### src/rtl/sfp_port_ctrl_pkg.sv
// Shared types and constants for the SFP port sequencer.
// Latency: n/a (declarations only).
// Backpressure: n/a.
package sfp_ctrl_pkg;

  // Counter width sized to hold the largest timing parameter (30M cycles).
  localparam int CNT_W = 25;

  // Synchronizer reset values: treat the cage as empty, dark and fault-free.
  localparam logic DETECT_N_RST = 1'b1;
  localparam logic LOS_RST      = 1'b1;
  localparam logic FAULT_RST    = 1'b0;

  typedef enum logic [2:0] {
    ST_ABSENT     = 3'd0,
    ST_DEBOUNCE   = 3'd1,
    ST_IDLE       = 3'd2,
    ST_INIT       = 3'd3,
    ST_RUN        = 3'd4,
    ST_FAULT_HOLD = 3'd5,
    ST_FAILED     = 3'd6
  } state_t;

  // Retry counter increment that sticks at 15 instead of wrapping.
  function automatic logic [3:0] sat_inc4(input logic [3:0] v);
    return (v == 4'hF) ? v : v + 4'd1;
  endfunction

endpackage

### src/rtl/sfp_port_ctrl_if.sv
// Cage pins, user enable and status outputs of one SFP port.
// Latency: n/a (wiring only).
// Backpressure: none; all signals are levels.
interface sfp_port_ctrl_if;
  logic       enable;
  logic       detect_n;
  logic       los;
  logic       fault;
  logic       tx_disable;
  logic       present;
  logic       tx_active;
  logic       link_up;
  logic       fault_latched;
  logic [3:0] retry_count;
  logic [2:0] state;

  // Board/cage side: drives pins and enable, observes controller status.
  modport master (
    output enable, detect_n, los, fault,
    input  tx_disable, present, tx_active, link_up, fault_latched, retry_count, state
  );

  // Controller side.
  modport slave (
    input  enable, detect_n, los, fault,
    output tx_disable, present, tx_active, link_up, fault_latched, retry_count, state
  );
endinterface

### src/rtl/sfp_port_ctrl_sync_2ff.sv
// Two-flop synchronizer for one asynchronous level input.
// Latency: 2 cycles from pin to q.
// Backpressure: none.
module sync_2ff #(
  parameter logic RST_VAL = 1'b0
) (
  input  logic clk,
  input  logic rst,
  input  logic d,
  output logic q
);
  logic meta;

  // Two-stage capture; reset loads the safe idle level into both stages.
  always_ff @(posedge clk) begin
    if (rst) begin
      meta <= RST_VAL;
      q    <= RST_VAL;
    end else begin
      meta <= d;
      q    <= meta;
    end
  end
endmodule

### src/rtl/sfp_port_ctrl.sv
// SFP port sequencer: insertion debounce, t_init bring-up, TX_FAULT retry, LOS-qualified link.
// Latency: 3 cycles pin-to-state (2 sync + 1 FSM); enable acts on the next edge; outputs registered.
// Backpressure: none; level-driven, tx_disable is high in every state except INIT and RUN.
module sfp_port_ctrl #(
  parameter int unsigned DEBOUNCE_CYCLES   = 1_000_000,
  parameter int unsigned INIT_CYCLES       = 30_000_000,
  parameter int unsigned FAULT_HOLD_CYCLES = 1_000,
  parameter int unsigned MAX_RETRIES       = 3,
  parameter int unsigned LOS_CYCLES        = 100_000
) (
  input  logic          clk,
  input  logic          rst,
  sfp_port_ctrl_if.slave sif
);
  import sfp_ctrl_pkg::*;

  localparam logic [CNT_W-1:0] DEB_LAST  = CNT_W'(DEBOUNCE_CYCLES - 1);
  localparam logic [CNT_W-1:0] INIT_LAST = CNT_W'(INIT_CYCLES - 1);
  localparam logic [CNT_W-1:0] HOLD_LAST = CNT_W'(FAULT_HOLD_CYCLES - 1);
  localparam logic [CNT_W-1:0] LOS_LAST  = CNT_W'(LOS_CYCLES - 1);
  localparam logic [CNT_W-1:0] CNT_ONE   = CNT_W'(1);
  localparam logic [3:0]       RETRY_MAX = 4'(MAX_RETRIES);

  logic det_n_s, los_s, fault_s;

  sync_2ff #(.RST_VAL(DETECT_N_RST)) u_sync_det   (.clk(clk), .rst(rst), .d(sif.detect_n), .q(det_n_s));
  sync_2ff #(.RST_VAL(LOS_RST))      u_sync_los   (.clk(clk), .rst(rst), .d(sif.los),      .q(los_s));
  sync_2ff #(.RST_VAL(FAULT_RST))    u_sync_fault (.clk(clk), .rst(rst), .d(sif.fault),    .q(fault_s));

  state_t           state_q, state_nxt;
  logic [CNT_W-1:0] cnt_q, cnt_nxt;
  logic [CNT_W-1:0] los_cnt_q, los_cnt_nxt;
  logic [3:0]       retry_q, retry_nxt;
  logic             tx_disable_q, present_q, tx_active_q, link_up_q, fault_latched_q;
  logic             tx_disable_nxt, present_nxt, tx_active_nxt, link_up_nxt, fault_latched_nxt;

  // State, counters and registered outputs; rst wins over everything.
  always_ff @(posedge clk) begin
    if (rst) begin
      state_q         <= ST_ABSENT;
      cnt_q           <= '0;
      los_cnt_q       <= '0;
      retry_q         <= '0;
      tx_disable_q    <= 1'b1;
      present_q       <= 1'b0;
      tx_active_q     <= 1'b0;
      link_up_q       <= 1'b0;
      fault_latched_q <= 1'b0;
    end else begin
      state_q         <= state_nxt;
      cnt_q           <= cnt_nxt;
      los_cnt_q       <= los_cnt_nxt;
      retry_q         <= retry_nxt;
      tx_disable_q    <= tx_disable_nxt;
      present_q       <= present_nxt;
      tx_active_q     <= tx_active_nxt;
      link_up_q       <= link_up_nxt;
      fault_latched_q <= fault_latched_nxt;
    end
  end

  // Next state: removal beats enable=0 beats fault beats timer expiry.
  always_comb begin
    state_nxt = state_q;
    cnt_nxt   = cnt_q;
    retry_nxt = retry_q;
    case (state_q)
      ST_ABSENT: begin
        if (!det_n_s) begin
          state_nxt = ST_DEBOUNCE;
          cnt_nxt   = '0;
        end
      end
      ST_DEBOUNCE: begin
        if (det_n_s) begin
          state_nxt = ST_ABSENT;
          cnt_nxt   = '0;
        end else if (cnt_q == DEB_LAST) begin
          state_nxt = sif.enable ? ST_INIT : ST_IDLE;
          cnt_nxt   = '0;
        end else begin
          cnt_nxt = cnt_q + CNT_ONE;
        end
      end
      default: begin
        if (det_n_s) begin
          state_nxt = ST_ABSENT;
          cnt_nxt   = '0;
          retry_nxt = '0;
        end else if (!sif.enable) begin
          state_nxt = ST_IDLE;
          cnt_nxt   = '0;
          retry_nxt = '0;
        end else begin
          case (state_q)
            ST_IDLE: begin
              state_nxt = ST_INIT;
              cnt_nxt   = '0;
            end
            ST_INIT: begin
              // Fault is only looked at once t_init has elapsed.
              if (cnt_q == INIT_LAST) begin
                state_nxt = fault_s ? ST_FAULT_HOLD : ST_RUN;
                retry_nxt = fault_s ? sat_inc4(retry_q) : retry_q;
                cnt_nxt   = '0;
              end else begin
                cnt_nxt = cnt_q + CNT_ONE;
              end
            end
            ST_RUN: begin
              if (fault_s) begin
                state_nxt = ST_FAULT_HOLD;
                retry_nxt = sat_inc4(retry_q);
                cnt_nxt   = '0;
              end else if (cnt_q == INIT_LAST) begin
                retry_nxt = '0;
              end else begin
                cnt_nxt = cnt_q + CNT_ONE;
              end
            end
            ST_FAULT_HOLD: begin
              if (cnt_q == HOLD_LAST) begin
                state_nxt = (retry_q <= RETRY_MAX) ? ST_INIT : ST_FAILED;
                cnt_nxt   = '0;
              end else begin
                cnt_nxt = cnt_q + CNT_ONE;
              end
            end
            ST_FAILED: state_nxt = ST_FAILED;
            default:   state_nxt = ST_ABSENT;
          endcase
        end
      end
    endcase
  end

  // Outputs decoded from the next state so they flip on the same edge as the state.
  always_comb begin
    tx_disable_nxt    = !((state_nxt == ST_INIT) || (state_nxt == ST_RUN));
    tx_active_nxt     = (state_nxt == ST_RUN);
    present_nxt       = !((state_nxt == ST_ABSENT) || (state_nxt == ST_DEBOUNCE));
    fault_latched_nxt = (state_nxt == ST_FAILED);
    los_cnt_nxt       = los_cnt_q;
    link_up_nxt       = link_up_q;
    // LOS qualification runs only while staying in RUN; any los=1 restarts it.
    if (!((state_q == ST_RUN) && (state_nxt == ST_RUN)) || los_s) begin
      los_cnt_nxt = '0;
      link_up_nxt = 1'b0;
    end else if (los_cnt_q == LOS_LAST) begin
      link_up_nxt = 1'b1;
    end else begin
      los_cnt_nxt = los_cnt_q + CNT_ONE;
    end
  end

  assign sif.tx_disable    = tx_disable_q;
  assign sif.present       = present_q;
  assign sif.tx_active     = tx_active_q;
  assign sif.link_up       = link_up_q;
  assign sif.fault_latched = fault_latched_q;
  assign sif.retry_count   = retry_q;
  assign sif.state         = state_q;

endmodule

### src/flat_wrapper.sv
// flat-port wrapper written by rule: the top's interface ports become plain ports
module sfp_port_ctrl_flat import sfp_ctrl_pkg::*;
#(
  parameter int unsigned DEBOUNCE_CYCLES   = 1_000_000,
  parameter int unsigned INIT_CYCLES       = 30_000_000,
  parameter int unsigned FAULT_HOLD_CYCLES = 1_000,
  parameter int unsigned MAX_RETRIES       = 3,
  parameter int unsigned LOS_CYCLES        = 100_000
)
  (clk, rst, sif_enable, sif_detect_n, sif_los, sif_fault, sif_tx_disable, sif_present, sif_tx_active, sif_link_up, sif_fault_latched, sif_retry_count, sif_state);
  sfp_port_ctrl_if sif_i ();
  input  logic clk;
  input  logic rst;
  input wire logic [$bits(sif_i.enable)-1:0] sif_enable;
  input wire logic [$bits(sif_i.detect_n)-1:0] sif_detect_n;
  input wire logic [$bits(sif_i.los)-1:0] sif_los;
  input wire logic [$bits(sif_i.fault)-1:0] sif_fault;
  output wire logic [$bits(sif_i.tx_disable)-1:0] sif_tx_disable;
  output wire logic [$bits(sif_i.present)-1:0] sif_present;
  output wire logic [$bits(sif_i.tx_active)-1:0] sif_tx_active;
  output wire logic [$bits(sif_i.link_up)-1:0] sif_link_up;
  output wire logic [$bits(sif_i.fault_latched)-1:0] sif_fault_latched;
  output wire logic [$bits(sif_i.retry_count)-1:0] sif_retry_count;
  output wire logic [$bits(sif_i.state)-1:0] sif_state;
  assign sif_i.enable = sif_enable;
  assign sif_i.detect_n = sif_detect_n;
  assign sif_i.los = sif_los;
  assign sif_i.fault = sif_fault;
  assign sif_tx_disable = sif_i.tx_disable;
  assign sif_present = sif_i.present;
  assign sif_tx_active = sif_i.tx_active;
  assign sif_link_up = sif_i.link_up;
  assign sif_fault_latched = sif_i.fault_latched;
  assign sif_retry_count = sif_i.retry_count;
  assign sif_state = sif_i.state;
  sfp_port_ctrl #(.DEBOUNCE_CYCLES(DEBOUNCE_CYCLES), .INIT_CYCLES(INIT_CYCLES), .FAULT_HOLD_CYCLES(FAULT_HOLD_CYCLES), .MAX_RETRIES(MAX_RETRIES), .LOS_CYCLES(LOS_CYCLES)) u_core (.clk(clk), .rst(rst), .sif(sif_i));
endmodule
### config.mk
export PLATFORM = sky130hd
export DESIGN_NAME = sfp_port_ctrl_flat
export DESIGN_NICKNAME = d
export VERILOG_FILES = /design/src/rtl/sfp_port_ctrl_pkg.sv /design/src/rtl/sfp_port_ctrl_if.sv /design/src/rtl/sfp_port_ctrl_sync_2ff.sv /design/src/rtl/sfp_port_ctrl.sv /design/src/flat_wrapper.sv
export SDC_FILE = /design/constraint.sdc
export NUM_CORES = 1
export LEC_CHECK = 0
export CAP_MARGIN = 20
export CORE_MARGIN = 10
export CORE_UTILIZATION = 60
export DETAILED_ROUTE_END_ITERATION = 8
export PLACE_DENSITY = 0.82
export SLEW_MARGIN = 30
export SYNTH_ARGS = -nofsm -noshare
export SYNTH_HDL_FRONTEND = slang
export SYNTH_SLANG_ARGS = --single-unit
### constraint.sdc
create_clock -name clk -period 2.6 [get_ports clk]
set_input_delay 0.78 -clock clk [delete_from_list [all_inputs] [get_ports clk]]
set_output_delay 0.78 -clock clk [all_outputs]
set_load 0.05 [all_outputs]
# == After elaboration in Yosys (flattened, before gate mapping) ==
# Cells that the tools add are included.
# op_classes
add_sub_neg,3
bitwise,1
eq_ne,22
mux,32
magnitude_cmp,1
reduce_logical,13
# op_table
cell,count
$mux 25,9
$pmux 25 s4,1
$add 25x1->25 const B,2
$pmux 25 s2,1
$mux 4,7
$mux 3,9
$eq 25x10->1 const B,1
$eq 25x17->1 const B,1
$eq 25x20->1 const B,1
$eq 25x25->1 const B,1
$eq 3x3->1 const B,5
$pmux 3 s5,1
$eq 3x2->1 const B,3
$ne 8x1->1 const B,1
$pmux 4 s2,1
$ne 7x7->1 const B,1
$eq 3x1->1 const B,2
$logic_not 3->1,2
$pmux 3 s2,1
$ne 5x4->1 const B,1
$reduce_and 5->1,1
$add 4x1->4 const B,1
$eq 4x4->1 const B,1
$le 4x2->1 const B,1
other kinds (11),17
# totals
register_bits,68
in_bits,6
word_cells,87
out_inout_bits,12

# == Logic depth before layout (Yosys ltp) ==
# depth
word_depth,12
ltp_mapped,11
ltp_nobuf,9

# == Cells and area by module ==
# A second synthesis with hierarchy kept.
# hier_totals
hier_cells,457
hier_area_um2,3779.9
# by_module_without_submodules
module,area_per_inst_um2,instances,cells_per_inst
sfp_port_ctrl,3622.2,1,445
sync_2ff,52.6,3,4

# == Worst setup path before layout ==
# Ideal clock, no wire load.
# synth_timing
path_type,register to register
startpoint,"register u_core.state_q[0], in the netlist u_core.sif.state[0]"
endpoint,register u_core.los_cnt_q[13]
arrival_time_ps,2254
path_stages_with_launch,7
setup_ps,117
slack_ps,229
path_buffers,1
path_cell_list,dfxtp_1 -> or4b_4 -> nor4_1 -> a21oi_1 -> o31ai_4 -> buf_6 -> nor3_2
# synth_via
elab_chain_len,10
word_cells_on_any_way,22
# synth_rtl
item,line,rtl
start: declaration,sfp_port_ctrl.sv:30,"state_t state_q, state_nxt;"
start signal: assignment,sfp_port_ctrl.sv:50,state_q <= state_nxt;
$eq 3x3->1 (tied with other cells),sfp_port_ctrl.sv:95,case (state_q)
$pmux 3 s5,sfp_port_ctrl.sv:95,
$mux 3,sfp_port_ctrl.sv:90,end else if (!sif.enable) begin
$mux 3,sfp_port_ctrl.sv:86,if (det_n_s) begin
$pmux 3 s2,sfp_port_ctrl.sv:67,case (state_q)
$eq 3x3->1,sfp_port_ctrl.sv:146,if (!((state_q == ST_RUN) && (state_nxt == ST_RUN)) || los_s) begin
$logic_and 1x1->1 (*),sfp_port_ctrl.sv:146,
$logic_not 1->1 (*),sfp_port_ctrl.sv:146,
$logic_or 1x1->1 (*),sfp_port_ctrl.sv:146,
$reduce_or 2->1 (no line) (*),-,
end signal: assignment,sfp_port_ctrl.sv:52,los_cnt_q <= los_cnt_nxt;
end: declaration,sfp_port_ctrl.sv:32,"logic [CNT_W-1:0] los_cnt_q, los_cnt_nxt;"
# Mark *: on every way between the ends. The rest lies on a longest branch, timed or not.
# A chain may end at the register's enable or synchronous reset.

# == Worst setup path after layout ==
# layout_timing
startpoint,"register u_core.state_q[1], in the netlist u_core.sif.state[1]"
endpoint,output sif_state[1]
# layout_rtl
item,line,rtl
end: declaration,flat_wrapper.sv:24,output wire logic [$bits(sif_i.state)-1:0] sif_state;
# No word-level cell between the ends.

==> flow_summary.yaml <==
run_status:
  run_status: "finished, final reports clean"
drt:
  wl_met1_mm: 3.85
  ant_nets: 0
  top_layer: "met4"
  met2_length_mm: 4.31
  routedWlPerCell_microns: 16.8
  drt_wl_total_mm: 8.86
  dr_wl_met3_microns: 582
  first_pass_iters: 4
  drc: 0
  routed-via-count: 3313
  drtIter0Drc: 207
  avgViaCountPerCell: 6.27
worst_setup_path:
  crit_path_top_delay_cell: "clkdlybuf4s50_1"
  critPathLaunchType: "flop"
  cp.required_ps: 1820
  cp_max_fo: 9
  cp_num_buf_inv: 1
  crit_chain: "clkdlybuf4s50_1"
  rr_endpoint: "u_core.cnt_q[24]"
  r2r_slack_ps: 180
  ff2ff_path_depth: 7
  worstPathArrival_ps: 1700
  r2r-start: "u_core.cnt_q[20]"
  worstSetupPathType: "reg -> out"
  end_kind: "primary output"
  cp_top_family: "buffers and inverters"
  cpPeakStageDelay_ps: 870
  worstSetupStartpoint: "u_core.sif.state[1]"
layout:
  fin_util_pct: 70.9
  fin_area_sq_um: 4480
  final_cell_mix: "dfxtp_1 (68), nand2_1 (24), xor2_1 (24), buf_4 (22)"
  area_growth_pct: 15.5
  regArea_sq_um: 1360
  layout_commonest_cell: "dfxtp_1"
  fillers: 458
  final_nets: 455
  drive_gt1_share_pct: 24.8
  multi_input_area_sq_um: 2360
  fin_cells: 528
  antenna_cells: 0
placement:
  placed_cell_area_sq_um: 4270
  io_buffer_count: 17
  place.gp.congestion: 0.856
  hpwl_mm: 6.24
  dp.cells: 512
synthesis:
  ys.flop_type: "dfxtp_1"
  netlist_area_sq_um: 3870
  synth_fp_nets: 418
  synthArstFlopShare_pct: 0
  ys_seq_area_share_pct: 35.1
  ys_types: 64
  ys_ff_latch: 68
  synthCells: 409
  synth-edff-count: 0
  syn_avg_cell_area_sq_um: 9.47
  synth_warnings: 0
floorplanning:
  core_region_area_sq_um: 6310
  start_util_pct: 61.4
  die_area_sq_um: 10100
  dieHeight_microns: 100
  die_width_microns: 100
  io_pins: 18
  rows: 29
hold_path:
  hp-class: "reg -> reg"
  holdPathStages: 1
  holdCritStartpoint: "u_core.u_sync_los.meta"
  whs_endpoint: "u_core.u_sync_los.q"
power:
  swShare_pct: 23.9
  powerDensity_nw_per_um2: 450
  p_switching_w: 0.000482
  seq_power_share_pct: 52.2
  p_leak_nw: 1.37
  pwr-share-comb_pct: 4.1
  p_clk_share_pct: 43.7
  peakVddDrop_mv: 0.464
  power_w: 0.00201
  p_int_w: 0.00153
clock_network:
  cts_buffers: 9
  clk_pin_slew_worst_paths_ps: 80
  cts_max_level: 3
  cts_sinks: 68
  cts_buffer_depth: 2
  cts_tree: "built"
  insertion_delay_ps: 350
  root_buffer: "clkbuf_8"
sta:
  grt_setup_unrepaired: "no"
  final.setup.tns_ps: 0
  max_freq_mhz: 403
  max-slew-margin-rel_pct: 50.5
  final-hold-violation-count: 0
  finalCritPeriodShare_pct: 95.4
  skew_ps: 7.84
  fin_crit_ps: 2480
  slew_viol_final: 0
  setup_viol: 0
  worst_pin_slew_ps: 738
global_routing:
  grt_max_degree: 20
  grt_pass1_vias: 3211
  antenna_found_initial: 0
  gr-usage-all-layers_pct: 18.0
  grt_first_pass_wirelength_mm: 15.0
  grt_overflow_total: 0
run:
  cap_violations: 0
==> worst max path at each step <==
| stage | end | slack (ps) | cells after the start |
|---|---|---|---|
| after floorplan | u_core.los_cnt_q[13] | 230 | 6 |
| after global placement | u_core.los_cnt_q[11] | -40 | 10 |
| after detailed placement | u_core.cnt_q[13] | -130 | 7 |
| after CTS | sif_state[2] | 60 | 1 |
| after global routing | u_core.los_cnt_q[24] | 20 | 10 |
| final | sif_state[1] | 120 | 1 |
==> power groups by stage <==
stage	Sequential, W	Clock [W]	Combinational (W)
floorplan	0.00108	0	0.0000526
global placement	0.00107	0	0.0000797
detailed placement	0.00108	0	0.0000814
CTS	0.00105	0.000903	0.0000819
global route	0.00105	0.000951	0.0000871
finish	0.00105	0.000881	0.0000816
==> synth_stat cells, types with 3 or more instances <==
master	count	area share (%)
dfxtp_1	68	35
nand2_1	24	2.3
xor2_1	24	5.4
nor2_4	20	5.8
nor3_2	20	5.2
nor2_1	18	1.7
xnor2_1	18	4.1
nor4_1	17	2.7
nand3_1	15	1.9
nand4_1	14	2.3
nor3_1	14	1.8
o211ai_1	12	2.3
o21ai_0	12	1.5
a21oi_1	11	1.4
and3_1	8	1.3
clkbuf_1	8	0.77
o2111ai_1	8	1.8
nor2b_1	7	1.1
and2_1	6	0.97
nand2b_1	6	0.97
or3_1	6	0.97
and4_1	5	1.1
inv_1	5	0.48
or2_2	5	0.81
a21o_1	3	0.58
buf_2	3	0.39
buf_6	3	0.87
ha_1	3	0.97
==> logic make-up after synthesis <==
kind of cell,count (synthesis),share of synthesized area (%)
and+or+nand+nor,204,36.5
DFF,68,35.1
AOI/OAI and AO/OA,66,13.4
xor gates and xnor gates,42,9.49
buffers and inverters,24,4.04
adders and majority gates,3,0.969
muxes,2,0.517
==> state kept, by name (all words and copies together), names as in the netlist <==
register and cells:
u_core.cnt_q 25, u_core.los_cnt_q 25, u_core.sif.retry_count 4, u_core.sif.state 3
u_core.sif.fault_latched 1, u_core.sif.link_up 1, u_core.sif.present 1, u_core.sif.tx_active 1
u_core.sif.tx_disable 1, u_core.u_sync_det.meta 1, u_core.u_sync_det.q 1, u_core.u_sync_fault.meta 1
u_core.u_sync_fault.q 1, u_core.u_sync_los.meta 1, u_core.u_sync_los.q 1
==> metrics by stage <==
stage	worst slack, ps	hold slack [ps]
2_1_floorplan	229	389
6_report	119	416
3_5_place_dp	-129	397
4_1_cts	64.4	421
3_3_place_gp	-44.6	392
5_1_grt	19.7	442
==> per-layer routing <==
metal	global-route usage, %	up-vias
met5	0	-
met4	6.52	0
met3	5.70	13
met2	28.8	129
met1	22.1	1583
li1	-	1588
==> layout make-up <==
class | count | share of cell area, %
well taps | 77 | 2.15
flip-flops and latches | 68 | 30.4
inverters | 6 | 0.503
clock buffers | 9 | 2.77
repair buffers | 44 | 9.78
multi-input cells | 317 | 52.7
clock inverters | 7 | 1.71
==> what timing repair did <==
| action | CTS | global route |
|---|---|---|
| endpoints found under the setup margin | 0 | 1 |
| hold endpoints to repair | 0 | 0 |
| resized for setup | 0 | 1 |
| hold buffers | 0 | 0 |
| setup buffers | 0 | 0 |
No activity file was read; power rests on OpenSTA's default activity.
